===== src/rtl/conv_ctrl.sv =====
// conv_ctrl: job sequencer for the 3-lane conv datapath. It reads channel groups, accumulates
// the lane results and emits output beats over valid/ready. Optional build macro: CONV_CTRL_RELU_EN.
module conv_ctrl #(
  parameter  int MAX_GROUPS = 16,
  parameter  int MAX_PIXELS = 256,
  parameter  int ADDR_W     = 12,
  parameter  int ACC_W      = 16,
  localparam int GRP_W      = $clog2(MAX_GROUPS) + 1,
  localparam int PIX_W      = $clog2(MAX_PIXELS) + 1
) (
  input  logic               i_clk,
  input  logic               i_rst,
  input  logic               i_start,
  input  logic               i_mode,
  input  logic [GRP_W-1:0]   i_numGroups,
  input  logic [PIX_W-1:0]   i_numPixels,
  output logic               o_opcode,
  output logic               o_rdEn,
  output logic [ADDR_W-1:0]  o_dataAddr,
  output logic [GRP_W-2:0]   o_weightAddr,
  input  logic [9:0]         i_convData0,
  input  logic [9:0]         i_convData1,
  input  logic [9:0]         i_convData2,
  output logic               o_outValid,
  input  logic               i_outReady,
  output logic [ACC_W-1:0]   o_outData0,
  output logic [ACC_W-1:0]   o_outData1,
  output logic [ACC_W-1:0]   o_outData2,
  output logic               o_busy,
  output logic               o_done
);
  typedef enum logic [2:0] {IDLE, READ, CAP, OUT, DONE} state_t;

  state_t              state;
  logic [GRP_W-1:0]    ng, ng_in, grp, grp_inc;
  logic [PIX_W-1:0]    np, np_in, pix, pix_inc;
  logic [ADDR_W-1:0]   lin, lin_inc;
  logic [ACC_W-1:0]    acc0, sx0, sx1, sx2, sum0, sum1, sum2;
  logic                last_grp, last_pix, hs;

  function automatic logic [ACC_W-1:0] relu(input logic [ACC_W-1:0] v);
`ifdef CONV_CTRL_RELU_EN
    relu = v[ACC_W-1] ? '0 : v;
`else
    relu = v;
`endif
  endfunction

  always_comb begin
    ng_in = (i_numGroups == '0) ? GRP_W'(1) :
            (i_numGroups > GRP_W'(MAX_GROUPS)) ? GRP_W'(MAX_GROUPS) : i_numGroups;
    np_in = (i_numPixels == '0) ? PIX_W'(1) :
            (i_numPixels > PIX_W'(MAX_PIXELS)) ? PIX_W'(MAX_PIXELS) : i_numPixels;
    sx0 = {{(ACC_W-10){i_convData0[9]}}, i_convData0};
    sx1 = {{(ACC_W-10){i_convData1[9]}}, i_convData1};
    sx2 = {{(ACC_W-10){i_convData2[9]}}, i_convData2};
    // DW never carries across groups; CONV restarts the sum on group 0 of each pixel
    sum0 = ((o_opcode || grp == '0) ? '0 : acc0) + sx0;
    sum1 = o_opcode ? sx1 : '0;
    sum2 = o_opcode ? sx2 : '0;
    last_grp = (grp == ng - 1'b1);
    last_pix = (pix == np - 1'b1);
    grp_inc  = last_grp ? '0 : grp + 1'b1;
    pix_inc  = last_grp ? pix + 1'b1 : pix;
    lin_inc  = lin + 1'b1;
    hs       = o_outValid & i_outReady;
  end

  always_ff @(posedge i_clk or posedge i_rst) begin
    if (i_rst) begin
      state        <= IDLE;
      ng           <= '0;
      np           <= '0;
      grp          <= '0;
      pix          <= '0;
      lin          <= '0;
      acc0         <= '0;
      o_opcode     <= 1'b0;
      o_rdEn       <= 1'b0;
      o_dataAddr   <= '0;
      o_weightAddr <= '0;
      o_outValid   <= 1'b0;
      o_outData0   <= '0;
      o_outData1   <= '0;
      o_outData2   <= '0;
      o_busy       <= 1'b0;
      o_done       <= 1'b0;
    end else begin
      case (state)
        IDLE: if (i_start) begin
          state        <= READ;
          o_opcode     <= i_mode;
          ng           <= ng_in;
          np           <= np_in;
          grp          <= '0;
          pix          <= '0;
          lin          <= '0;
          o_dataAddr   <= '0;
          o_weightAddr <= '0;
          o_rdEn       <= 1'b1;
          o_busy       <= 1'b1;
        end
        READ: begin
          state  <= CAP;
          o_rdEn <= 1'b0;
        end
        CAP: begin
          acc0 <= sum0;
          if (!o_opcode && !last_grp) begin
            state        <= READ;
            o_rdEn       <= 1'b1;
            grp          <= grp_inc;
            lin          <= lin_inc;
            o_dataAddr   <= lin_inc;
            o_weightAddr <= grp_inc[GRP_W-2:0];
          end else begin
            state      <= OUT;
            o_outValid <= 1'b1;
            o_outData0 <= relu(sum0);
            o_outData1 <= relu(sum1);
            o_outData2 <= relu(sum2);
          end
        end
        OUT: if (hs) begin
          o_outValid <= 1'b0;
          o_outData0 <= '0;
          o_outData1 <= '0;
          o_outData2 <= '0;
          if (last_grp && last_pix) begin
            state  <= DONE;
            o_done <= 1'b1;
          end else begin
            state        <= READ;
            o_rdEn       <= 1'b1;
            grp          <= grp_inc;
            pix          <= pix_inc;
            lin          <= lin_inc;
            o_dataAddr   <= lin_inc;
            o_weightAddr <= grp_inc[GRP_W-2:0];
          end
        end
        DONE: begin
          state  <= IDLE;
          o_done <= 1'b0;
          o_busy <= 1'b0;
        end
        default: state <= IDLE;
      endcase
    end
  end
endmodule


===== config.mk =====
export PLATFORM = sky130hd
export DESIGN_NAME = conv_ctrl
export DESIGN_NICKNAME = d
export VERILOG_FILES = /design/src/rtl/conv_ctrl.sv
export SDC_FILE = /design/constraint.sdc
export NUM_CORES = 1
export LEC_CHECK = 0
export CELL_PAD_IN_SITES_DETAIL_PLACEMENT = 1
export CELL_PAD_IN_SITES_GLOBAL_PLACEMENT = 2
export CORE_MARGIN = 2
export CORE_UTILIZATION = 28
export CTS_CLUSTER_SIZE = 14
export DETAILED_ROUTE_END_ITERATION = 6
export PLACE_DENSITY_LB_ADDON = 0.1
export RECOVER_POWER = 100
export SYNTH_ARGS = -nofsm -noshare
export SYNTH_HDL_FRONTEND = slang
export SYNTH_SLANG_ARGS = --single-unit
export TNS_END_PERCENT = 100

===== constraint.sdc =====
create_clock -name i_clk -period 3.8 [get_ports i_clk]
set_clock_uncertainty 0.2 [all_clocks]
set_input_delay 1.14 -clock i_clk [delete_from_list [all_inputs] [get_ports i_clk]]
set_output_delay 1.14 -clock i_clk [all_outputs]
set_load 0.02 [all_outputs]

Word-level counts from Yosys, hierarchy flattened
Index checks and enable logic that the tools add are counted.
Widths: inputs -> output; s select.
{ "totals": {"register_bits": 116, "out_inout_bits": 69, "wordCells": 113} }
{ "classes": {"addsub": 6, "n_lt_le_gt_ge": 2, "eq_ne": 13, "muxes": 52, "bitwise_logic": 1, "reduce_logical": 23} }
{ "op_table": {"columns": ["cell", "n"], "rows": [
  ["$mux 16", 7],
  ["$pmux 16 s2", 3],
  ["$mux 9", 6],
  ["$mux 12", 4],
  ["$pmux 12 s3", 1],
  ["$mux 5", 7],
  ["$pmux 9 s2", 1],
  ["$add 16x16->16", 1],
  ["$mux 4", 4],
  ["$pmux 5 s3", 1],
  ["$reduce_and 5->1", 3],
  ["$ne 2x2->1 const B", 7],
  ["$add 12x1->12 const B", 1],
  ["$pmux 3 s4", 1],
  ["$pmux 4 s3", 1],
  ["$logic_not 5->1", 2],
  ["$add 9x1->9 const B", 1],
  ["$eq 9x9->1", 1],
  ["$gt 9x9->1 const B", 1],
  ["$logic_not 9->1", 1],
  ["$mux 3", 3],
  ["$sub 9x1->9 const B", 1],
  ["$mux 1", 8],
  ["$reduce_bool 2->1", 4],
  ["19 further kinds", 27]
]} }

Longest topological paths before layout
{ "depth": {"word_depth": 6, "depth_mapped": 17, "depth_no_buf": 16} }

Worst setup path before layout
Ideal clock, no wire load.
{ "synth_path": {"path_kind": "reg2reg", "from": "reg np[0]", "to": "reg lin[4]", "setup_ns": 0.066, "arrival_ns": 3.145, "required_time_ns": 3.534, "path_slack_ns": 0.389, "stages_incl_launch_ff": 14, "n_path_buf": 3, "synth_period_minus_slack_ns": 3.411, "cell_sequence": "dfrtp_1 buf_6 inv_1 ha_1 buf_4 nor3b_1 xnor2_1 or4_1 or3_1 or4_1 buf_2 and3_4 or4_1 nand2_1"} }
{ "synth_via": {"elab_chain_cells": 5} }
{ "synth_rtl": {"columns": ["element", "line", "rtl"], "rows": [
  ["start: declaration", "36", "logic [PIX_W-1:0] np, np_in, pix, pix_inc;"],
  ["start signal: assignment", "94", "np <= np_in;"],
  ["$sub 9x1->9", "62", "last_pix = (pix == np - 1'b1);"],
  ["$eq 9x9->1", "62", null],
  ["$logic_and 1x1->1", "129", "if (last_grp && last_pix) begin"],
  ["$ne 2x2->1 (no source line)", null, null],
  ["$reduce_and 5->1 (no source line)", null, null],
  ["end signal: assignment", "113", "lin <= lin_inc;"],
  ["end signal: assignment", "137", "lin <= lin_inc;"],
  ["end: declaration", "37", "logic [ADDR_W-1:0] lin, lin_inc;"]
]} }
Every way passes these cells.
A chain may end at the register's enable or synchronous reset.

Final worst setup path
{ "layout_path": {"from": "reg np[0]", "to": "reg lin[10]"} }
Same word-level chain as after synthesis.

==> results.yml <==
die:
  io_pins: 118
  die_w_um: 145
  design.die.area_um2: 21200
  start_util: 0.287
  coreArea_um2: 19500
  rows: 51
  fp.dieH_um: 145
synthesis:
  yosysSeqAreaShare: 0.447
  yosys-top-cells-area: "dfrtp_1 45%, o21ai_0 6.1%, ha_1 4.7%, nand2_1 4.0%, nand3_1 3.4%"
  syn_area_um2: 5600
  yosysTopAreaCellShare: 0.447
  synthCells: 603
  ys_seq_elements: 100
  synth_edf_count: 0
  syn_nets: 674
  synth_top_area_cell: "dfrtp_1"
  syn_avg_cell_area_um2: 9.29
  synth_ff_type: "dfrtp_1"
  synth.yosys.warnings: 0
  async_flop_share: 1.00
  synth_cell_types: 54
critical_path:
  crit_fanout: 14
  path_class: "reg2reg"
  r2r-start: "np[0]"
  critPathMostFrequentCell: "or4_1"
  reg2reg_depth: 11
  critical_path.startpoint: "np[0]"
  crit_chain: "inv_1 > ha_1 > xor2_1 > nand2_1 > or4_1 > or3_1 > or4_1 > and3_1 > buf_4 > clkbuf_2 > a21oi_1"
  worst-r2r-setup-slack_ns: 0.26
  slowest_stage: "or4_1"
  end_kind: "flop"
  critPathArrivalTime_ns: 3.62
  crit_path_max_incr_delay_ns: 0.63
  r2r_end: "lin[10]"
  crit_required_ns: 3.87
  startpoint_type: "flop"
power:
  intPower_mw: 3.23
  comb_power_share: 0.519
  leakage_nw: 3.31
  seqPwrFrac: 0.302
  switching_share: 0.424
  switching_power_mw: 2.38
  powerDensity_nw_per_um2: 755
  power_mw: 5.61
  vdd_drop_max_uv: 264
  clkPwrFrac: 0.179
finish:
  layout.nets: 788
  insertedDiodeCount: 0
  drive_gt1_frac: 0.0860
  final_cell_mix: "100 x dfrtp_1, 71 x dlygate4sd3_1, 68 x o21ai_0"
  synthToLayoutAreaGrowth_pct: 32.6
  fillCellCount: 2257
  fin_util: 0.380
  fin_area_um2: 7430
  final_common_cell: "dfrtp_1"
timing:
  rsz0062_at_grt: "no"
  tns_ns: 0
  fin_crit_sh: 0.932
  setup_ws_ns: 0.257
  slew_headroom: 0.170
  finalSetupViolCount: 0
  worstMarginPinSlew_ns: 1.25
  hold_viol: 0
  report.final.slew_viol_count: 0
  period_needed_ns: 3.54
  fmax_ghz: 0.282
detailed_routing:
  drtIter0Drc: 205
  viasPerCell: 4.92
  drt_first_pass_iters: 4
  num_vias: 4853
  final_antenna_net_count: 0
  wire_per_inst_um: 16.9
  drc: 0
  finalWirelength_mm: 16.7
global_routing:
  overflow: 0
  track_usage: 0.163
  grt_antenna_before_repair: 0
  first_global_vias: 5256
  grt_pass1_wl_mm: 28.0
  grt_max_degree: 66
clock_network:
  cts_tree: "built"
  path_clk_slew_ns: 0.07
  htree_levels: 3
  cts_buffers: 9
  clockBufferDepth: 2
  cts_sinks: 100
  cts_hold_buf: 0
  clock_latency_ns: 0.35
  cts-root-buf: "clkbuf_16"
hold_path:
  worstHoldPathCells: 2
  min-delay-start: "acc0[8]"
  hold_class: "reg2reg"
  min_to: "acc0[8]"
flow_run:
  maxCapViolCount: 0
place:
  port_buffers: 117
  place_ws_ns: -0.213
  place.gp.congestion: 0.770
  post-dp-hpwl_mm: 12.7
  placed_cell_area_um2: 7140
outcome:
  status: "finished clean"
[synthesized netlist by cell type, types with 5 or more instances]
library cell	count
buf_4	19
nand4_1	8
and2_1	16
nand3b_1	8
and3_1	5
nor3_1	10
xor2_1	20
or3_1	8
nand3_1	38
a22o_1	20
dfrtp_1	100
nand2_1	60
inv_1	16
clkbuf_1	23
nor2_1	25
o21ai_0	68
o31ai_1	13
ha_1	21
nand2b_1	8
or4_1	10
xnor2_1	14
a21oi_1	28
[repair_timing]
item                                    4_1_cts  5_1_grt
endpoints found under the setup margin        0       15
setup buffers                                 0        0
resized for setup                             0        6
[metrics by stage]
step | instances | hold slack (ns)
finish | 986 | 0.275
global route | 986 | 0.303
CTS | 986 | 0.282
detailed placement | 971 | 0.266
global placement | 971 | 0.255
floorplan | 603 | 0.237
[cell type report]
type,count,area [µm²],area share
Clock buffer,11,243,0.0327
Tap cell,265,332,0.0446
Sequential cell,100,2500,0.337
Inverter,16,61.3,0.00825
Multi-Input combinational cell,439,2800,0.377
Clock inverter,4,73.8,0.00994
Timing Repair Buffer,151,1410,0.190
[flip-flops by register name, indices dropped and copies added, names as in the netlist]
name,cells
o_outValid,1
o_outData1,10
np,9
ng,5
o_outData2,10
o_opcode,1
o_rdEn,1
o_done,1
acc0,16
o_outData0,16
state,3
o_weightAddr,3
lin,12
o_busy,1
pix,9
grp,2
[metal layers]
layer | GRT usage | up-vias | share of wire | wire length (µm)
met2 | 0.292 | 45 | 0.52 | 8660
met5 | 0 | - | 0 | 0
met4 | 0.0373 | 0 | 0.011 | 179
li1 | - | 2374 | - | -
met3 | 0.0420 | 12 | 0.034 | 561
met1 | 0.197 | 2422 | 0.44 | 7290
[power groups by stage]
stage	logic, mW	clock network [mW]	registers (mW)
final	2.91	1.01	1.69
after floorplan	1.72	0	1.86
after global routing	3.25	1.09	1.76
after CTS	3.09	1.04	1.71
after global placement	3.01	0	1.71
after detailed placement	3.07	0	1.73
[logic make-up (layout without fill, tap and decap cells)]
logic type      Yosys count  in the layout  synth area share
simple gates            215            215             0.200
compound gates          163            163             0.182
flops                   100            100             0.447
buf+inv                  64            182            0.0576
xor+xnor                 34             34            0.0531
fa+ha+maj                22             22            0.0505
mux                       5              5           0.00983
[worst max-delay path, delay by kind of cell (launching register included)]
kind / cells / cell delay (ns)
buffers and inverters: 3 / 0.46
xor gates and xnor gates: 1 / 0.15
AOI/OAI and AO/OA: 1 / 0.15
and+or+nand+nor: 5 / 1.85
adders and majority gates: 1 / 0.30
DFF: 1 / 0.36
[how the worst max path moves through the flow]
stage	to	slack, ns
after detailed placement	acc0[14]	-0.21
after global placement	acc0[14]	-0.18
final	lin[10]	0.26
after global routing	acc0[14]	0.02
after floorplan	lin[4]	0.39
after CTS	acc0[14]	0.13
Note: power is estimated with default switching activity, not from simulation.
